`src/rtl/ifm_pingpong_ctrl.sv`:
```
// Ping-pong IFM bank controller: fills one bank from the loader while replaying the other cfg_pass times.
// Optional reader-starvation counter enabled with `define IFM_PINGPONG_PERF_EN.
module ifm_pingpong_ctrl #(
    parameter int MAX_LEN = 4608,
    parameter int LEN_W   = 13,
    parameter int PASS_W  = 8,
    parameter int TILE_W  = 10
) (
    input  logic              clk,
    input  logic              rst,
    input  logic              start,
    input  logic [LEN_W-1:0]  cfg_len,
    input  logic [PASS_W-1:0] cfg_pass,
    input  logic [TILE_W-1:0] cfg_tiles,
    input  logic              in_valid,
    output logic              in_ready,
    input  logic              out_ready,
    output logic              out_valid,
    output logic              wr_clr_1,
    output logic              wr_clr_2,
    output logic              rd_clr_1,
    output logic              rd_clr_2,
    output logic              wr_en_1,
    output logic              wr_en_2,
    output logic              rd_en_1,
    output logic              rd_en_2,
    output logic              ifm_demux,
    output logic              ifm_mux,
    output logic              busy,
    output logic              done,
    output logic [31:0]       perf_stall_cnt
);

    typedef enum logic [1:0] {W_IDLE, W_CLR, W_FILL, W_DONE} w_state_t;
    typedef enum logic [2:0] {R_IDLE, R_CLR, R_READ, R_GAP, R_DONE} r_state_t;

    localparam logic [LEN_W-1:0] MAX_LEN_L = LEN_W'(MAX_LEN);

    w_state_t          w_state_q, w_state_d;
    r_state_t          r_state_q, r_state_d;
    logic [LEN_W-1:0]  len_q, len_d;
    logic [PASS_W-1:0] pass_q, pass_d;
    logic [TILE_W-1:0] tiles_q, tiles_d;
    logic [LEN_W-1:0]  wr_cnt_q, wr_cnt_d;
    logic [LEN_W-1:0]  rd_cnt_q, rd_cnt_d;
    logic [PASS_W-1:0] pass_cnt_q, pass_cnt_d;
    logic [TILE_W-1:0] wr_tile_q, wr_tile_d;
    logic [TILE_W-1:0] rd_tile_q, rd_tile_d;
    logic              wr_bank_q, wr_bank_d;
    logic              rd_bank_q, rd_bank_d;
    logic              busy_q, busy_d;
    logic              done_q, done_d;
    logic              out_valid_q, out_valid_d;

    logic              start_acc;
    logic              wr_fire;
    logic              rd_fire;
    logic              swap;
    logic              rd_parked;
    logic [PASS_W-1:0] pass_nxt;

    assign start_acc = start && !busy_q && (cfg_len != '0) && (cfg_pass != '0) && (cfg_tiles != '0);
    assign rd_parked = (r_state_q == R_IDLE) || (r_state_q == R_DONE);
    assign swap      = (w_state_q == W_DONE) && rd_parked;
    assign pass_nxt  = pass_cnt_q + PASS_W'(1);

    assign in_ready  = (w_state_q == W_FILL) && (wr_cnt_q < len_q);
    assign wr_fire   = in_valid && in_ready;
    assign rd_fire   = (r_state_q == R_READ) && out_ready;

    assign wr_en_1   = wr_fire && !wr_bank_q;
    assign wr_en_2   = wr_fire && wr_bank_q;
    assign rd_en_1   = rd_fire && !rd_bank_q;
    assign rd_en_2   = rd_fire && rd_bank_q;
    assign wr_clr_1  = (w_state_q == W_CLR) && !wr_bank_q;
    assign wr_clr_2  = (w_state_q == W_CLR) && wr_bank_q;
    assign rd_clr_1  = (r_state_q == R_CLR) && !rd_bank_q;
    assign rd_clr_2  = (r_state_q == R_CLR) && rd_bank_q;
    assign ifm_demux = wr_bank_q;
    assign ifm_mux   = rd_bank_q;
    assign busy      = busy_q;
    assign done      = done_q;
    assign out_valid = out_valid_q;

    always_comb begin
        w_state_d   = w_state_q;
        r_state_d   = r_state_q;
        len_d       = len_q;
        pass_d      = pass_q;
        tiles_d     = tiles_q;
        wr_cnt_d    = wr_cnt_q;
        rd_cnt_d    = rd_cnt_q;
        pass_cnt_d  = pass_cnt_q;
        wr_tile_d   = wr_tile_q;
        rd_tile_d   = rd_tile_q;
        wr_bank_d   = wr_bank_q;
        rd_bank_d   = rd_bank_q;
        busy_d      = busy_q;
        done_d      = 1'b0;
        out_valid_d = rd_en_1 || rd_en_2;

        if (start_acc) begin
            len_d      = (cfg_len > MAX_LEN_L) ? MAX_LEN_L : cfg_len;
            pass_d     = cfg_pass;
            tiles_d    = cfg_tiles;
            wr_cnt_d   = '0;
            rd_cnt_d   = '0;
            pass_cnt_d = '0;
            wr_tile_d  = TILE_W'(1);
            rd_tile_d  = '0;
            wr_bank_d  = 1'b0;
            rd_bank_d  = 1'b0;
            busy_d     = 1'b1;
            w_state_d  = W_CLR;
            r_state_d  = R_IDLE;
        end else begin
            case (w_state_q)
                W_CLR: begin
                    wr_cnt_d  = '0;
                    w_state_d = W_FILL;
                end
                W_FILL: begin
                    if (wr_fire) begin
                        wr_cnt_d = wr_cnt_q + LEN_W'(1);
                        if (wr_cnt_q == len_q - LEN_W'(1)) w_state_d = W_DONE;
                    end
                end
                default: ;
            endcase

            case (r_state_q)
                R_CLR: begin
                    rd_cnt_d  = '0;
                    r_state_d = R_READ;
                end
                R_READ: begin
                    if (rd_fire) begin
                        rd_cnt_d = rd_cnt_q + LEN_W'(1);
                        if (rd_cnt_q == len_q - LEN_W'(1)) r_state_d = R_GAP;
                    end
                end
                R_GAP: begin
                    pass_cnt_d = pass_nxt;
                    if (pass_nxt < pass_q) begin
                        r_state_d = R_CLR;
                    end else begin
                        r_state_d = R_DONE;
                        if (rd_tile_q == tiles_q) begin
                            done_d = 1'b1;
                            busy_d = 1'b0;
                        end
                    end
                end
                R_DONE: begin
                    if (!busy_q) r_state_d = R_IDLE;
                end
                default: ;
            endcase

            // Bank exchange: the just-filled bank becomes the replay bank.
            if (swap) begin
                rd_bank_d  = wr_bank_q;
                wr_bank_d  = !wr_bank_q;
                r_state_d  = R_CLR;
                pass_cnt_d = '0;
                rd_tile_d  = rd_tile_q + TILE_W'(1);
                if (wr_tile_q < tiles_q) begin
                    w_state_d = W_CLR;
                    wr_tile_d = wr_tile_q + TILE_W'(1);
                end else begin
                    w_state_d = W_IDLE;
                end
            end
        end
    end

    always_ff @(posedge clk) begin
        if (rst) begin
            w_state_q   <= W_IDLE;
            r_state_q   <= R_IDLE;
            len_q       <= '0;
            pass_q      <= '0;
            tiles_q     <= '0;
            wr_cnt_q    <= '0;
            rd_cnt_q    <= '0;
            pass_cnt_q  <= '0;
            wr_tile_q   <= '0;
            rd_tile_q   <= '0;
            wr_bank_q   <= 1'b0;
            rd_bank_q   <= 1'b0;
            busy_q      <= 1'b0;
            done_q      <= 1'b0;
            out_valid_q <= 1'b0;
        end else begin
            w_state_q   <= w_state_d;
            r_state_q   <= r_state_d;
            len_q       <= len_d;
            pass_q      <= pass_d;
            tiles_q     <= tiles_d;
            wr_cnt_q    <= wr_cnt_d;
            rd_cnt_q    <= rd_cnt_d;
            pass_cnt_q  <= pass_cnt_d;
            wr_tile_q   <= wr_tile_d;
            rd_tile_q   <= rd_tile_d;
            wr_bank_q   <= wr_bank_d;
            rd_bank_q   <= rd_bank_d;
            busy_q      <= busy_d;
            done_q      <= done_d;
            out_valid_q <= out_valid_d;
        end
    end

`ifdef IFM_PINGPONG_PERF_EN
    logic [31:0] perf_q, perf_d;

    // Counts cycles the reader sits parked while the writer is still filling.
    always_comb begin
        perf_d = perf_q;
        if (start_acc) begin
            perf_d = '0;
        end else if (busy_q && rd_parked && (w_state_q != W_DONE) && (perf_q != '1)) begin
            perf_d = perf_q + 32'd1;
        end
    end

    always_ff @(posedge clk) begin
        if (rst) perf_q <= '0;
        else     perf_q <= perf_d;
    end

    assign perf_stall_cnt = perf_q;
`else
    assign perf_stall_cnt = '0;
`endif

endmodule

```
`config.mk`:
```
export PLATFORM = sky130hd
export DESIGN_NAME = ifm_pingpong_ctrl
export DESIGN_NICKNAME = d
export VERILOG_FILES = /design/src/rtl/ifm_pingpong_ctrl.sv
export SDC_FILE = /design/constraint.sdc
export NUM_CORES = 1
export LEC_CHECK = 0
export ABC_CLOCK_PERIOD_IN_PS = 7290
export BUFFER_PORTS_ARGS = -buffer_cell sky130_fd_sc_hd__buf_2
export CORE_UTILIZATION = 60
export CTS_CLUSTER_SIZE = 8
export DETAILED_ROUTE_END_ITERATION = 16
export HOLD_SLACK_MARGIN = 0.08
export PLACE_DENSITY = 0.89
export SLEW_MARGIN = 10
export SYNTH_ARGS = -nofsm -noshare
export SYNTH_HDL_FRONTEND = slang
export SYNTH_SLANG_ARGS = --single-unit
```
`constraint.sdc`:
```
create_clock -name clk -period 7.29 [get_ports clk]
set_input_delay 0.3645 -clock clk [delete_from_list [all_inputs] [get_ports clk]]
set_output_delay 0.3645 -clock clk [all_outputs]
set_load 0.01 [all_outputs]
```
Word-level counts from Yosys, hierarchy flattened
Cells that the tools add are included.
W data, S select, Z words.
{ "classes": {"n_eq_ne": 22, "n_addsub": 6, "muxes": 25, "n_lt_le_gt_ge": 4, "n_reduce_logical": 47, "bitwise": 1} }
{ "ops": {"columns": ["op", "n"], "rows": [
  ["$pmux W13 S2", 2],
  ["$mux W13", 3],
  ["$add A13 B1 Y13 const B", 2],
  ["$eq A13 B13 Y1", 2],
  ["$add A10 B1 Y10 const B", 2],
  ["$logic_and A1 B1 Y1", 16],
  ["$gt A13 B13 Y1 const B", 1],
  ["$lt A13 B13 Y1", 1],
  ["$reduce_bool A13 Y1", 1],
  ["$sub A13 B1 Y13 const B", 1],
  ["$mux W3", 4],
  ["$pmux W3 S4", 1],
  ["$reduce_bool A2 Y1", 6],
  ["$mux W1", 11],
  ["$eq A10 B10 Y1", 1],
  ["$lt A10 B10 Y1", 1],
  ["$reduce_bool A10 Y1", 1],
  ["$ne A3 B3 Y1 const B", 3],
  ["$reduce_and A3 Y1", 3],
  ["$add A8 B1 Y8 const B", 1],
  ["$lt A8 B8 Y1", 1],
  ["$ne A2 B2 Y1 const B", 4],
  ["$reduce_and A2 Y1", 4],
  ["$reduce_and A4 Y1", 2],
  ["22 further kinds", 31]
]} }
{ "word_totals": {"regBits": 95, "output_inout_bits": 46, "word_cells": 123, "inputBits": 36} }

Logic depth before layout (Yosys ltp)
{ "depth": {"ltp_word": 7, "depth_mapped": 11} }

Worst setup path before layout
OpenSTA, ideal clock, no wires.
{ "synth_timing": {"path_type": "flip-flop to flip-flop", "startpoint": "register len_q[0]", "endpoint": "register w_state_q[1]", "stages_incl_launch_ff": 10, "synth_period_minus_slack_ns": 2.578, "arrival_time_ns": 2.482, "path_slack_ns": 4.712, "path_cell_list": "dfxtp_1 > inv_1 > ha_1 > or3b_4 > or3_4 > a2111oi_4 > o2111ai_2 > o41ai_2 > o21ai_1 > a221oi_1"} }
{ "synth_via": {"elab_chain_len": 5, "word_cells_on_any_way": 8, "cone_classes": "add/sub: 1; order compare: 1; eq/ne: 3; reduce/logical: 3"} }
{ "synth_lines": {"columns": ["element", "line_no", "text"], "rows": [
  ["start: declaration", "41", "logic [LEN_W-1:0] len_q, len_d;"],
  ["start signal: assignment", "197", "len_q <= len_d;"],
  ["parallel branches: the longest is 4 deep, another holds $sub A13 B1 Y13", null, null],
  ["$reduce_and A3 Y1 (no line) *", null, null],
  ["end signal: assignment", "195", "w_state_q <= w_state_d;"],
  ["end: declaration", "39", "w_state_t w_state_q, w_state_d;"]
]} }
Every way passes the cells marked *.
A chain may end at the register's enable or synchronous reset.

Final worst setup path
{ "layout_timing": {"startpoint": "register busy_q, in the netlist busy", "endpoint": "register len_q[6]"} }
{ "layout_via": {"elab_chain_len": 5} }
{ "layout_lines": {"columns": ["element", "line_no", "text"], "rows": [
  ["start: declaration", "51", "logic busy_q, busy_d;"],
  ["start signal: assignment", "207", "busy_q <= busy_d;"],
  ["$logic_not A1 Y1", null, null],
  ["$logic_and A1 B1 Y1 (4 in a row)", "62", "assign start_acc = start && !busy_q && (cfg_len != '0) && (cfg_pass != '0) && (cfg_tiles != '0);"]
]} }
No other way between the ends.

==> summary.md <==
| Metric | Value |
|---|---|
| Result of the run | `completed` |
| CTS Hold Bufs | `0` |
| Top_reg_cell synth | `sky130_fd_sc_hd__dfxtp_1` |
| Overall track demand over capacity in global routing | `0.274` |
| Internal power | `780 uW` |
| Clock power frac | `0.315` |
| Worst-case clock skew | `0.00960 ns` |
| Die H | `slightly above 100 um` |
| Slew of the pin with the lowest slew margin | `roughly 1.2 ns` |
| Number of sinks handled by clock tree synthesis | `between 90 and 100` |
| DP Worst Slack | `3.66 ns` |
| Switching power summed over all nets | `between 300 and 400 uW` |
| Portion of the post-synthesis area used by sequential elements | `0.315` |
| Power density relative to cell area | `177 mW/mm2` |
| Maximum fanout encountered on the critical timing path | `24` |
| I/O Pins | `82` |
| Fraction of final layout cells with drive strength greater than 1 | `0.115` |
| Hold Path Class | `in2reg` |
| Setup TNS Final | `0 ns` |
| Via count of the first global-routing pass | `~5.0k` |
| Die W | `approximately 100 um` |
| Number of buffers added on ports | `49` |
| Synthesis-to-layout area growth | `5.01%` |
| Cell family contributing the most delay on the critical path | `simple AND/OR/NAND/NOR gates` |
| Clk root buf | `sky130_fd_sc_hd__clkbuf_8` |
| Number of detailed-route iterations in the first pass | `5` |
| Top cell type by total area after synthesis | `sky130_fd_sc_hd__dfxtp_1` |
| Max capacitance violation total | `0` |
| Residual antenna-violating net count after detailed routing | `0` |
| Peak VDD IR | `0.000132 V` |
| CTS-repair resized insts | `0` |
| Antenna violations before repair | `0` |
| Category of the most critical setup path | `reg2reg` |
| Final Routed Wirelength | `13600 um` |
| Biggest area contributors in the synthesized netlist | `sky130_fd_sc_hd__dfxtp_1 (31%), sky130_fd_sc_hd__ha_1 (7.9%), sky130_fd_sc_hd__xnor2_1 (6.5%), sky130_fd_sc_hd__xor2_1 (6.1%), sky130_fd_sc_hd__nor2_1 (5.7%)` |
| Final estimated routing congestion in global placement | `0.900` |
| Placement row count | `36` |
| Worst-path cell chain | `inv_1 -> nand4_1 -> nor2_2 -> inv_1 -> nor3b_1 -> a22o_2` |
| Setup fix buffers added after clock tree synthesis | `0` |
| Final Core Density | `0.649` |
| Most common cell after layout, fill and taps aside | `sky130_fd_sc_hd__dfxtp_1` |
| CTS H-Tree Depth | `3` |
| Most used cells in the layout excluding fill and tap cells | `sky130_fd_sc_hd__dfxtp_1 (95), sky130_fd_sc_hd__nor2_1 (90), sky130_fd_sc_hd__nand2_1 (75), sky130_fd_sc_hd__buf_2 (49), sky130_fd_sc_hd__xnor2_1 (45)` |
| Pins over their slew limit | `0` |
| Leftover overflow at the end of global routing | `0` |
| Crit end category | `register` |
| Clock insertion delay at the later pin of the skew report | `0.37 ns` |
| Area of the core region | `between 0.009 and 0.01 mm2` |
| Final cycle utilization of the critical path | `0.487` |
| Fraction of synthesis flops using an asynchronous set or reset pin | `0` |
| Number of nets in the final layout | `833` |
| Most numerous cell on the critical path | `sky130_fd_sc_hd__inv_1` |
| Number of DRC markers in iteration 0 | `255` |
| Post-synthesis instance total | `728` |
| Syn_area_per_cell | `roughly 8.3 um2` |
| YS warnings | `0` |
| Delay of the slowest cell on the worst path | `1.07 ns` |
| Setup violators final | `0` |
| Post-DP HPWL | `10400 um` |
| Buffering stage count on the worst path with inverters included | `2` |
| Clock transition at the registers of the reported paths | `0.10 ns` |
| Netlist cell types | `76` |
| Leakage dissipation | `2.54 nW` |
| Fraction of power consumed by sequential logic | `0.493` |
| Setup repair after global routing missed its margin | `false` |
| Peak clock frequency supported by timing | `between 0.2 and 0.3 GHz` |
| Nature of the critical path startpoint | `register` |
| Clock tree from TritonCTS | `done` |
| Max-slew headroom | `0.223` |
| Clock buffer count from CTS | `9` |
| Area fraction of the dominant cell type after synthesis | `0.315` |
| FILL cells | `810` |
| Number of enable-type register cells in the synthesized netlist | `0` |
| Clock Path Buffers | `2` |
| Seq cells post-synth | `95` |
| Initial core utilization | `0.618` |
| # DRC | `0` |
| Required arrival time at the worst endpoint | `7.61 ns` |
| Post-synth design cell area | `0.00604 mm2` |
| Mean routed wirelength per cell | `between 15 and 20 um` |
| Setup slack of the critical path after layout | `3.74 ns` |
| Global-route wire length before repair | `22700 um` |
| Switching power share of the total | `0.306` |
| Final worst path period need | `3.55 ns` |
| Share of total power in combinational logic | `0.192` |
| Total number of vias | `5210` |
| Vias per cell | `slightly below 6` |
| Diode count | `0` |
| Slowest cell on crit path | `sky130_fd_sc_hd__nor3b_1` |
| Final hold violation count | `0` |
| Total power | `1.12 mW` |
| Maximum number of pins on one net before global-route repair | `31` |
| Data arrival time of the worst path | `around 3.9 ns` |
| Die ar. | `0.0105 mm2` |
-- power groups by stage --
stage	Combinational, mW	Sequential (mW)	Clock (mW)
after floorplan	0.181	0.556	0
after global placement	0.200	0.564	0
after detailed placement	0.211	0.565	0
after CTS	0.212	0.553	0.360
after global routing	0.238	0.555	0.379
final	0.216	0.554	0.354
-- cell usage after synthesis (3+ instances only) --
cell type and count:
sky130_fd_sc_hd__buf_4 34, sky130_fd_sc_hd__nor3b_1 4, sky130_fd_sc_hd__nand2_1 75, sky130_fd_sc_hd__nand3_1 21, sky130_fd_sc_hd__a211oi_1 3, sky130_fd_sc_hd__mux2i_1 9
sky130_fd_sc_hd__a31oi_1 5, sky130_fd_sc_hd__nor2_1 91, sky130_fd_sc_hd__buf_6 3, sky130_fd_sc_hd__clkbuf_1 16, sky130_fd_sc_hd__a21o_1 4, sky130_fd_sc_hd__a22o_1 8
sky130_fd_sc_hd__xor2_1 42, sky130_fd_sc_hd__o21ai_0 11, sky130_fd_sc_hd__nand4_1 22, sky130_fd_sc_hd__xnor2_1 45, sky130_fd_sc_hd__inv_1 40, sky130_fd_sc_hd__or2_2 4
sky130_fd_sc_hd__and2_1 4, sky130_fd_sc_hd__nor3_1 15, sky130_fd_sc_hd__or4_1 3, sky130_fd_sc_hd__clkbuf_8 4, sky130_fd_sc_hd__nor2b_1 6, sky130_fd_sc_hd__nor4_1 19
sky130_fd_sc_hd__ha_1 38, sky130_fd_sc_hd__and3_1 8, sky130_fd_sc_hd__a221oi_1 3, sky130_fd_sc_hd__a21oi_1 37, sky130_fd_sc_hd__dfxtp_1 95
-- registers in the layout (all words and copies together), names as in the netlist --
signal	count
busy	1
rd_cnt_q	13
tiles_q	10
done	1
len_q	13
ifm_demux	1
pass_q	8
rd_tile_q	10
pass_cnt_q	8
ifm_mux	1
wr_cnt_q	13
out_valid	1
r_state_q	3
w_state_q	2
wr_tile_q	10
-- worst reg2reg max path: cells and delay by family (launching register included) --
family / cells / cell delay [ns]
flip-flops: 1 / 0.35
AND/OR/NAND/NOR: 3 / 2.14
AO/OA/AOI/OAI: 1 / 0.29
buffers and inverters: 2 / 0.73
-- metal layers --
metal / vias up / routed length [um] / GRT usage
met4: 0 / 412 / 0.119
li1: 2514 / - / -
met5: - / 0 / 0
met1: 2451 / 5620 / 0.321
met3: 48 / 748 / 0.0431
met2: 197 / 6840 / 0.496
-- cells by family after synthesis --
logic type               count (synthesis)  share of synthesized area
AND/OR/NAND/NOR                        289                      0.231
AO/OA/AOI/OAI                          104                      0.121
buffers and inverters                  100                     0.0948
flip-flops                              95                      0.315
XOR/XNOR                                91                      0.142
adder cells (fa/ha/maj)                 38                     0.0787
multiplexers                            10                     0.0168
other                                    1                   0.000621
-- layout make-up --
class / count / area [um2] / share of cell area
clock inverters: 6 / 67.6 / 0.0106
repair buffers: 49 / 245 / 0.0387
clock buffers: 10 / 128 / 0.0201
inverters: 40 / 150 / 0.0237
multi-input cells: 564 / 3690 / 0.581
well taps: 133 / 166 / 0.0262
flip-flops and latches: 95 / 1900 / 0.300
-- final timing paths --
path | start | to | slack, ns | depth (start not counted)
max | busy$_SDFFE_PP0P_ | len_q[6]$_SDFFE_PP0P_ | 3.74 | 6
min | cfg_len[8] | len_q[8]$_SDFFE_PP0P_ | 0.22 | 2
max reg2reg | busy$_SDFFE_PP0P_ | len_q[6]$_SDFFE_PP0P_ | 3.74 | 6
min reg2reg | len_q[12]$_SDFFE_PP0P_ | len_q[12]$_SDFFE_PP0P_ | 0.46 | 2
-- per-stage QoR --
stage | cell area, um2 | cells | hold WS (ns)
6_report | 6340 | 897 | 0.222
3_5_place_dp | 6150 | 881 | 0.447
4_1_cts | 6340 | 897 | 0.211
3_3_place_gp | 6150 | 881 | 0.450
5_1_grt | 6340 | 897 | 0.221
2_1_floorplan | 6160 | 759 | 0.436
Power figures use the tool's default switching activity.
